[src/rtl/lcd_time_pkg.sv]
`default_nettype none
// ============================================================================
// Module      : lcd_time_pkg
// Description : Shared widths, BCD limits and helper functions for the LCD
//               time-of-day counter.
// Revision    : 1.0 - initial release
// ============================================================================
package lcd_time_pkg;

    localparam int DIGIT_W = 4;
    localparam int FIELD_W = 8;

    localparam logic [FIELD_W-1:0] SEC_MAX   = 8'h59;
    localparam logic [FIELD_W-1:0] MIN_MAX   = 8'h59;
    localparam logic [FIELD_W-1:0] HR_MAX_24 = 8'h23;

    // True when both nibbles are decimal digits and the field does not exceed
    // max. With legal digits, plain unsigned compare orders BCD correctly.
    function automatic logic bcd_in_range(input logic [FIELD_W-1:0] f,
                                          input logic [FIELD_W-1:0] max);
        return (f[DIGIT_W-1:0] <= 4'd9) && (f[FIELD_W-1:DIGIT_W] <= 4'd9) && (f <= max);
    endfunction

    // Maps a 24-hour BCD hour onto the 12-hour face: 00 -> 12, 13..23 -> 01..11.
    function automatic logic [FIELD_W-1:0] bcd_to_12h(input logic [FIELD_W-1:0] hh24);
        logic [4:0] h;
        h = 5'(hh24[FIELD_W-1:DIGIT_W]) * 5'd10 + 5'(hh24[DIGIT_W-1:0]);
        if (h == 5'd0) begin
            h = 5'd12;
        end else if (h > 5'd12) begin
            h = h - 5'd12;
        end
        return {4'(h / 5'd10), 4'(h % 5'd10)};
    endfunction

endpackage
`default_nettype wire

[src/rtl/lcd_time_counter_bcd_mod_counter.sv]
`default_nettype none
// ============================================================================
// Module      : bcd_mod_counter
// Description : Two-digit packed-BCD counter wrapping at MAX_VAL, with
//               increment, parallel load and carry-out on wrap.
// Revision    : 1.0 - initial release
// ============================================================================
module bcd_mod_counter
    import lcd_time_pkg::*;
#(
    parameter logic [7:0] MAX_VAL = 8'h59
) (
    input  logic               clk,
    input  logic               rst,
    input  logic               i_inc,
    input  logic               i_load,
    input  logic [FIELD_W-1:0] i_load_val,
    output logic [FIELD_W-1:0] o_q,
    output logic [FIELD_W-1:0] o_next,
    output logic               o_carry
);

    logic [FIELD_W-1:0] r_q;
    logic [FIELD_W-1:0] w_next;

    // Next value: load has priority; increment carries units into tens.
    always_comb begin
        w_next = r_q;
        if (i_load) begin
            w_next = i_load_val;
        end else if (i_inc) begin
            if (r_q == MAX_VAL) begin
                w_next = '0;
            end else if (r_q[DIGIT_W-1:0] == 4'd9) begin
                w_next = {r_q[FIELD_W-1:DIGIT_W] + 4'd1, 4'd0};
            end else begin
                w_next = {r_q[FIELD_W-1:DIGIT_W], r_q[DIGIT_W-1:0] + 4'd1};
            end
        end
    end

    // Count register.
    always_ff @(posedge clk or posedge rst) begin
        if (rst) begin
            r_q <= '0;
        end else begin
            r_q <= w_next;
        end
    end

    assign o_q     = r_q;
    assign o_next  = w_next;
    assign o_carry = i_inc & ~i_load & (r_q == MAX_VAL);

endmodule
`default_nettype wire

[src/rtl/lcd_time_counter.sv]
`default_nettype none
// ============================================================================
// Module      : lcd_time_counter
// Description : HH:MM:SS packed-BCD time-of-day counter advanced by rising
//               edges of a synchronized slow square wave, with a set-time
//               load handshake and registered display outputs.
//               Optional macro LCD_12H_EN selects a 12-hour display face.
// Revision    : 1.0 - initial release
// ============================================================================
module lcd_time_counter
    import lcd_time_pkg::*;
#(
    parameter int SYNC_STAGES = 2,
    parameter int HOUR_MAX    = 23
) (
    input  logic               clock_in,
    input  logic               reset,
    input  logic               slow_clk,
    input  logic               run,
    input  logic               load_valid,
    output logic               load_ready,
    input  logic [FIELD_W-1:0] load_hh,
    input  logic [FIELD_W-1:0] load_mm,
    input  logic [FIELD_W-1:0] load_ss,
    output logic               load_err,
    output logic [FIELD_W-1:0] hr_bcd,
    output logic [FIELD_W-1:0] min_bcd,
    output logic [FIELD_W-1:0] sec_bcd,
    output logic               pm_flag,
    output logic               upd_strobe,
    output logic               day_wrap
);

    localparam logic [FIELD_W-1:0] c_HR_MAX_BCD = {4'(HOUR_MAX / 10), 4'(HOUR_MAX % 10)};

    logic [SYNC_STAGES-1:0] r_sync;
    logic                   r_prev;
    logic                   r_load_ready;
    logic                   r_upd;
    logic                   r_err;
    logic                   r_wrap;
    logic [FIELD_W-1:0]     r_hr_disp;

    logic w_tick, w_tick_soon, w_inc, w_xfer, w_load_ok, w_load;
    logic w_sec_carry, w_min_carry, w_hr_carry;
    logic [FIELD_W-1:0] w_sec_q, w_min_q, w_hr_q;
    logic [FIELD_W-1:0] w_sec_next, w_min_next, w_hr_next;

    // Synchronizer chain and edge register tracking slow_clk regardless of run.
    always_ff @(posedge clock_in or posedge reset) begin
        if (reset) begin
            r_sync <= '0;
            r_prev <= 1'b0;
        end else begin
            r_sync <= {r_sync[SYNC_STAGES-2:0], slow_clk};
            r_prev <= r_sync[SYNC_STAGES-1];
        end
    end

    assign w_tick      = r_sync[SYNC_STAGES-1] & ~r_prev;
    // w_tick as it will be next cycle, so load_ready can be a register.
    assign w_tick_soon = r_sync[SYNC_STAGES-2] & ~r_sync[SYNC_STAGES-1];
    assign w_inc       = w_tick & run;

    assign w_xfer    = load_valid & r_load_ready;
    assign w_load_ok = bcd_in_range(load_hh, c_HR_MAX_BCD) &
                       bcd_in_range(load_mm, MIN_MAX) &
                       bcd_in_range(load_ss, SEC_MAX);
    assign w_load    = w_xfer & w_load_ok;

    bcd_mod_counter #(.MAX_VAL(SEC_MAX)) u_sec (
        .clk        (clock_in),
        .rst        (reset),
        .i_inc      (w_inc),
        .i_load     (w_load),
        .i_load_val (load_ss),
        .o_q        (w_sec_q),
        .o_next     (w_sec_next),
        .o_carry    (w_sec_carry)
    );

    bcd_mod_counter #(.MAX_VAL(MIN_MAX)) u_min (
        .clk        (clock_in),
        .rst        (reset),
        .i_inc      (w_sec_carry),
        .i_load     (w_load),
        .i_load_val (load_mm),
        .o_q        (w_min_q),
        .o_next     (w_min_next),
        .o_carry    (w_min_carry)
    );

    bcd_mod_counter #(.MAX_VAL(c_HR_MAX_BCD)) u_hr (
        .clk        (clock_in),
        .rst        (reset),
        .i_inc      (w_min_carry),
        .i_load     (w_load),
        .i_load_val (load_hh),
        .o_q        (w_hr_q),
        .o_next     (w_hr_next),
        .o_carry    (w_hr_carry)
    );

    // Handshake and pulse outputs, all registered alongside the count.
    always_ff @(posedge clock_in or posedge reset) begin
        if (reset) begin
            r_load_ready <= 1'b0;
            r_upd        <= 1'b0;
            r_err        <= 1'b0;
            r_wrap       <= 1'b0;
        end else begin
            r_load_ready <= ~w_tick_soon;
            r_upd        <= w_inc | w_load;
            r_err        <= w_xfer & ~w_load_ok;
            r_wrap       <= w_hr_carry;
        end
    end

`ifdef LCD_12H_EN
    logic r_pm;

    // 12-hour face registered from the next hour so it changes with the count.
    always_ff @(posedge clock_in or posedge reset) begin
        if (reset) begin
            r_hr_disp <= 8'h12;
            r_pm      <= 1'b0;
        end else begin
            r_hr_disp <= bcd_to_12h(w_hr_next);
            r_pm      <= (w_hr_next >= 8'h12);
        end
    end

    assign pm_flag = r_pm;
`else
    // 24-hour face: the displayed hour is the internal hour.
    always_ff @(posedge clock_in or posedge reset) begin
        if (reset) begin
            r_hr_disp <= '0;
        end else begin
            r_hr_disp <= w_hr_next;
        end
    end

    assign pm_flag = 1'b0;
`endif

    // Counter taps not needed for the outputs.
    logic w_unused;
    assign w_unused = ^{w_sec_next, w_min_next, w_hr_q};

    assign load_ready = r_load_ready;
    assign load_err   = r_err;
    assign upd_strobe = r_upd;
    assign day_wrap   = r_wrap;
    assign hr_bcd     = r_hr_disp;
    assign min_bcd    = w_min_q;
    assign sec_bcd    = w_sec_q;

endmodule
`default_nettype wire

[config.mk]
export PLATFORM = sky130hd
export DESIGN_NAME = lcd_time_counter
export DESIGN_NICKNAME = d
export VERILOG_FILES = /design/src/rtl/lcd_time_pkg.sv /design/src/rtl/lcd_time_counter_bcd_mod_counter.sv /design/src/rtl/lcd_time_counter.sv
export SDC_FILE = /design/constraint.sdc
export NUM_CORES = 1
export LEC_CHECK = 0
export BUFFER_PORTS_ARGS = -buffer_cell sky130_fd_sc_hd__buf_2
export CORE_MARGIN = 10
export CORE_UTILIZATION = 56
export CTS_CLUSTER_SIZE = 14
export DETAILED_ROUTE_END_ITERATION = 16
export PLACE_DENSITY = 0.89
export SLEW_MARGIN = 20
export SYNTH_ARGS = -nofsm -noshare
export SYNTH_HDL_FRONTEND = slang
export SYNTH_SLANG_ARGS = --single-unit
export TNS_END_PERCENT = 100
[constraint.sdc]
create_clock -name clock_in -period 3.7 [get_ports clock_in]
set_clock_uncertainty 0.05 [all_clocks]
set_input_delay 0.37 -clock clock_in [delete_from_list [all_inputs] [get_ports clock_in]]
set_output_delay 0.37 -clock clock_in [all_outputs]
set_load 0.03 [all_outputs]
### Word level (Yosys, flattened, before mapping)

Index checks and enable logic that the tools add are counted.
Widths: inputs -> output; s select.

| operators by class | value |
|---|---|
| add/sub/neg operators | 6 |
| $lt $le $gt $ge | 9 |
| equal/unequal tests | 6 |
| mux-type cells | 12 |
| bitwise operators | 20 |
| reduce and logical (&&, ||, !) cells | 15 |

Operator list:

| kind | number |
|---|---|
| $mux 8 | 12 |
| $add 4x1->4 const B | 6 |
| $le 4x4->1 const B | 6 |
| $eq 8x7->1 const B | 2 |
| $le 8x7->1 const B | 2 |
| $and 1x1->1 | 14 |
| $eq 4x4->1 const B | 3 |
| $reduce_bool 3->1 | 3 |
| $eq 8x6->1 const B | 1 |
| $le 8x6->1 const B | 1 |
| $logic_and 1x1->1 | 6 |
| $reduce_and 2->1 | 3 |
| $reduce_bool 2->1 | 3 |
| $not 1->1 | 5 |
| $or 1x1->1 | 1 |

| storage, ports and cells | value |
|---|---|
| register bits | 31 |
| input port bits | 29 |
| output and inout port bits | 29 |
| logic and storage cells | 80 |

### Depth between registers and ports, before layout

| logic depth | value |
|---|---|
| depth in word-level cells | 13 |
| depth in mapped cells | 8 |
| gate-level depth less buffers | 6 |

### Modules after synthesis

A second synthesis with hierarchy kept.

| unflattened totals | value |
|---|---|
| cell total of the unflattened synthesis | 207 |
| area, all modules | 2157.1 µm² |

Modules (own cells, without submodules):

| module | times used | cells each | area each (µm²) |
|---|---|---|---|
| bcd_mod_counter at u_min ... | 2 | 60 | 556.8 |
| bcd_mod_counter at u_hr | 1 | 55 | 550.5 |
| lcd_time_counter | 1 | 32 | 493.0 |

### Worst setup path before layout

OpenSTA, ideal clock, no wires.

| timing path | value |
|---|---|
| kind | flip-flop to flip-flop |
| start | register u_sec.r_q[0] (netlist: u_sec.o_q[0]) |
| end | register u_min.r_q[7] (netlist: u_min.o_q[7]) |
| library setup time | 0.077 ns |
| arrival | 1.853 ns |
| required time | 3.573 ns |
| setup slack | 1.719 ns |
| stages on the path, launching flop included | 7 |
| cell sequence | dfrtp_1 > ha_1 > and3b_1 > buf_2 > nand4_1 > or4_1 > a21oi_1 |

| between the ends | value |
|---|---|
| longest elaborated chain between the ends | 4 |

RTL lines:

| what | line | RTL |
|---|---|---|
| start, declared | lcd_time_counter_bcd_mod_counter.sv:23 | `logic [FIELD_W-1:0] r_q;` |
| start signal, assigned | lcd_time_counter_bcd_mod_counter.sv:47 | `r_q <= w_next;` |
| $eq 8x7->1 | lcd_time_counter_bcd_mod_counter.sv:53 | `assign o_carry = i_inc & ~i_load & (r_q == MAX_VAL);` |
| $and 1x1->1 | lcd_time_counter_bcd_mod_counter.sv:53 |  |
| $reduce_bool 2->1 (no line) | n/a |  |
| $reduce_and 2->1 (no line) | n/a |  |
| end signal, assigned | lcd_time_counter_bcd_mod_counter.sv:47 |  |
| end, declared | lcd_time_counter_bcd_mod_counter.sv:23 |  |

Every way passes these cells.
A chain may end at the register's enable or synchronous reset.

### Worst setup path in the final report

| timing path | value |
|---|---|
| start | register u_sec.r_q[1] (netlist: u_sec.o_q[1]) |
| end | register u_min.r_q[7] (netlist: u_min.o_q[7]) |

The elaborated chain is that of the path after synthesis.

==> metrics <==
Crit path required time=~3.9 ns; RSZ-0062 raised after global routing=false; routed length per instance=17.47 um; cts hold-fix bufs=0; Detailed Routing Iterations Pass 1=4; die width=79.79 um; Arr. time, crit path=2.67 ns; outcome=complete, no violations; # resized after CTS=0; hold path start=slow_clk; Synth Instances=~210; Post-synth EDFFs=0; largest net degree at the start of global routing=27; Starting Density=0.5906; pre-CTS WS=~1.2 ns; reg-to-reg setup timing slack=1.24 ns; PwrDens=approximately 450 nW/um2; I/O Pins=58; DR DRC count=0; syn nets=~250; vias in the first global route=1782; setup TNS=0 ns; Post-Layout Cell Count=305; f_max=about 400 MHz; most area-consuming cells after synthesis=dfrtp_1, ha_1, mux2_4, nor4_1, o21ai_0; FILL cells=259; first-pass GRT wire length=around 8.4 mm; CORE AREA=about 3400 um2; row cnt=21; share of cells above drive strength 1=0.2973; R2R Path Start=u_sec.o_q[1]; Hold Path Depth=1; Reg2Reg Capture Point=u_min.o_q[7]; ant diodes=0; Tmin final=2.460 ns; Die ar.=between 6000 and 7000 um2; Tcrit/Tclk final=0.6649; R2R depth=6; CTS Buf Count=5; Mapped Area=2002 um2; CP Class=flip-flop to flip-flop; post-synth top area cell=dfrtp_1; antenna viol nets, final=0; Post CTS Setup Buffer Count=0; Hold Path End=r_sync[0]; Final GP Congestion=0.9612; CP endpoint kind=flip-flop; IR Drop Worst-Case VDD=approximately 0.27 mV; Worst Tran Pin Value=1.009 ns; GRT Resource Usage Total=0.1665; most numerous cell in the Yosys netlist=dfrtp_1; synth unique cells=43; Critical Path Start Type=flip-flop; HP Class=primary input to flip-flop; synth warn=0; Worst-path clk slew=about 0.1 ns; clock root buffer=clkbuf_4; number of synthesized register bits=31; port buffer count=between 50 and 60; syn_area_per_cell=about 9.7 um2; placed insts=298; Final WS setup=1.240 ns; Max Cap Viol=0; Final Hold Violating Endpoints=0; post-route cell area=between 2000 and 2500 um2; register area share after synthesis=0.3875; initial antenna violation count=0; dpl cell area=2285 um2; max-slew violation count=0; Most used DFF post-synth=dfrtp_1; Die H=79.79 um; Sink Count=31; worst-path maximum fanout=15; Max-slew headroom=0.3266; Post-synth top cells=dfrtp_1, o21ai_0, nor4_1, ha_1; post-DP HPWL=roughly 4 mm; initial DRC count=between 150 and 200; vias=1883; number of nets in the layout=300; final design utilization=0.6907; final setup vio count=0; CTS max path bufs=2; LEAKAGE=approximately 1.1 nW; synth-to-layout area growth=16.94%; GR Overflow Total=0; Synth async-reset ratio=1.000; Clock Latency Late Sink=0.33 ns; total wire length=5.328 mm; CTS H-tree depth=2; routed vias/inst=just over 6; Synth top area share=0.3875; CTS tree=yes
layout by cell type (no fill, tap or decap), types with 3 or more instances in the layout:
master,instances
nand2_1,9
or4_1,5
inv_1,11
mux2_4,8
nand4_1,6
nand3_1,8
dfrtp_1,31
a21oi_1,6
nor3_1,3
nor2_1,7
ha_1,12
clkbuf_4,5
buf_2,56
a31oi_1,11
nor4_1,13
nand4b_1,3
o31ai_1,5
and3b_1,6
o21ai_0,15
o2bb2ai_1,3
nand3b_1,9
logic make-up after synthesis:
group / share of synthesized area
DFF: 0.3875
AOI/OAI and AO/OA: 0.1556
muxes: 0.08125
and+or+nand+nor: 0.2469
adders and majority gates: 0.07500
other: 0.001873
buffers and inverters: 0.05188
report_power, final:
group | internal, mW | switching [mW]
clock network | 0.0879 | 0.117
registers | 0.388 | 0.0685
logic | 0.156 | 0.229
layout make-up:
type / instances / area (um2) / share of cell area
clock buffer: 6 / 51.30 / 0.02191
clock inverter: 1 / 5.005 / 0.002138
multi-input combinational: 153 / 1122 / 0.4794
tap: 46 / 57.56 / 0.02459
sequential: 31 / 775.7 / 0.3314
inverter: 11 / 41.29 / 0.01764
timing repair buffer: 57 / 287.8 / 0.1229
state kept, by name (all words and copies together) (netlist names):
name        flops
day_wrap        1
load_err        1
load_ready      1
r_prev          1
r_sync          2
u_hr.o_q        8
u_min.o_q       8
u_sec.o_q       8
upd_strobe      1
layer usage:
metal | routed length (um) | track usage | up-vias
li1 | - | - | 897
met1 | 2185 | 0.2015 | 893
met2 | 2460 | 0.2573 | 82
met3 | 546 | 0.06306 | 11
met4 | 135 | 0.07394 | 0
met5 | 0 | 0 | -
critical path, stage by stage (launching register included):
cell and delay, ns:
dfrtp_1 0.45, inv_1 0.10, ha_1 0.17, and3b_1 0.29, nand4_1 0.51, or4_1 0.66, a21oi_1 0.16
how the worst max path moves through the flow:
stage / from / to / slack (ns) / cells after the start
6_report: u_sec.o_q[1] / u_min.o_q[7] / 1.24 / 6
5_1_grt: u_sec.o_q[1] / u_min.o_q[5] / 1.09 / 6
4_1_cts: u_sec.o_q[1] / u_min.o_q[7] / 1.29 / 6
3_5_place_dp: load_hh[7] / u_sec.o_q[1] / 1.24 / 5
3_3_place_gp: load_hh[7] / u_sec.o_q[5] / 1.27 / 5
2_1_floorplan: u_sec.o_q[0] / u_min.o_q[7] / 1.72 / 6
through the flow:
step	power, mW	hold slack, ns
after floorplan	0.7320	0.3046
after global placement	0.8329	0.3134
after detailed placement	0.8465	0.3127
after CTS	1.052	0.07252
after global routing	1.110	0.07318
final	1.045	0.09352
Power figures use the tool's default switching activity.
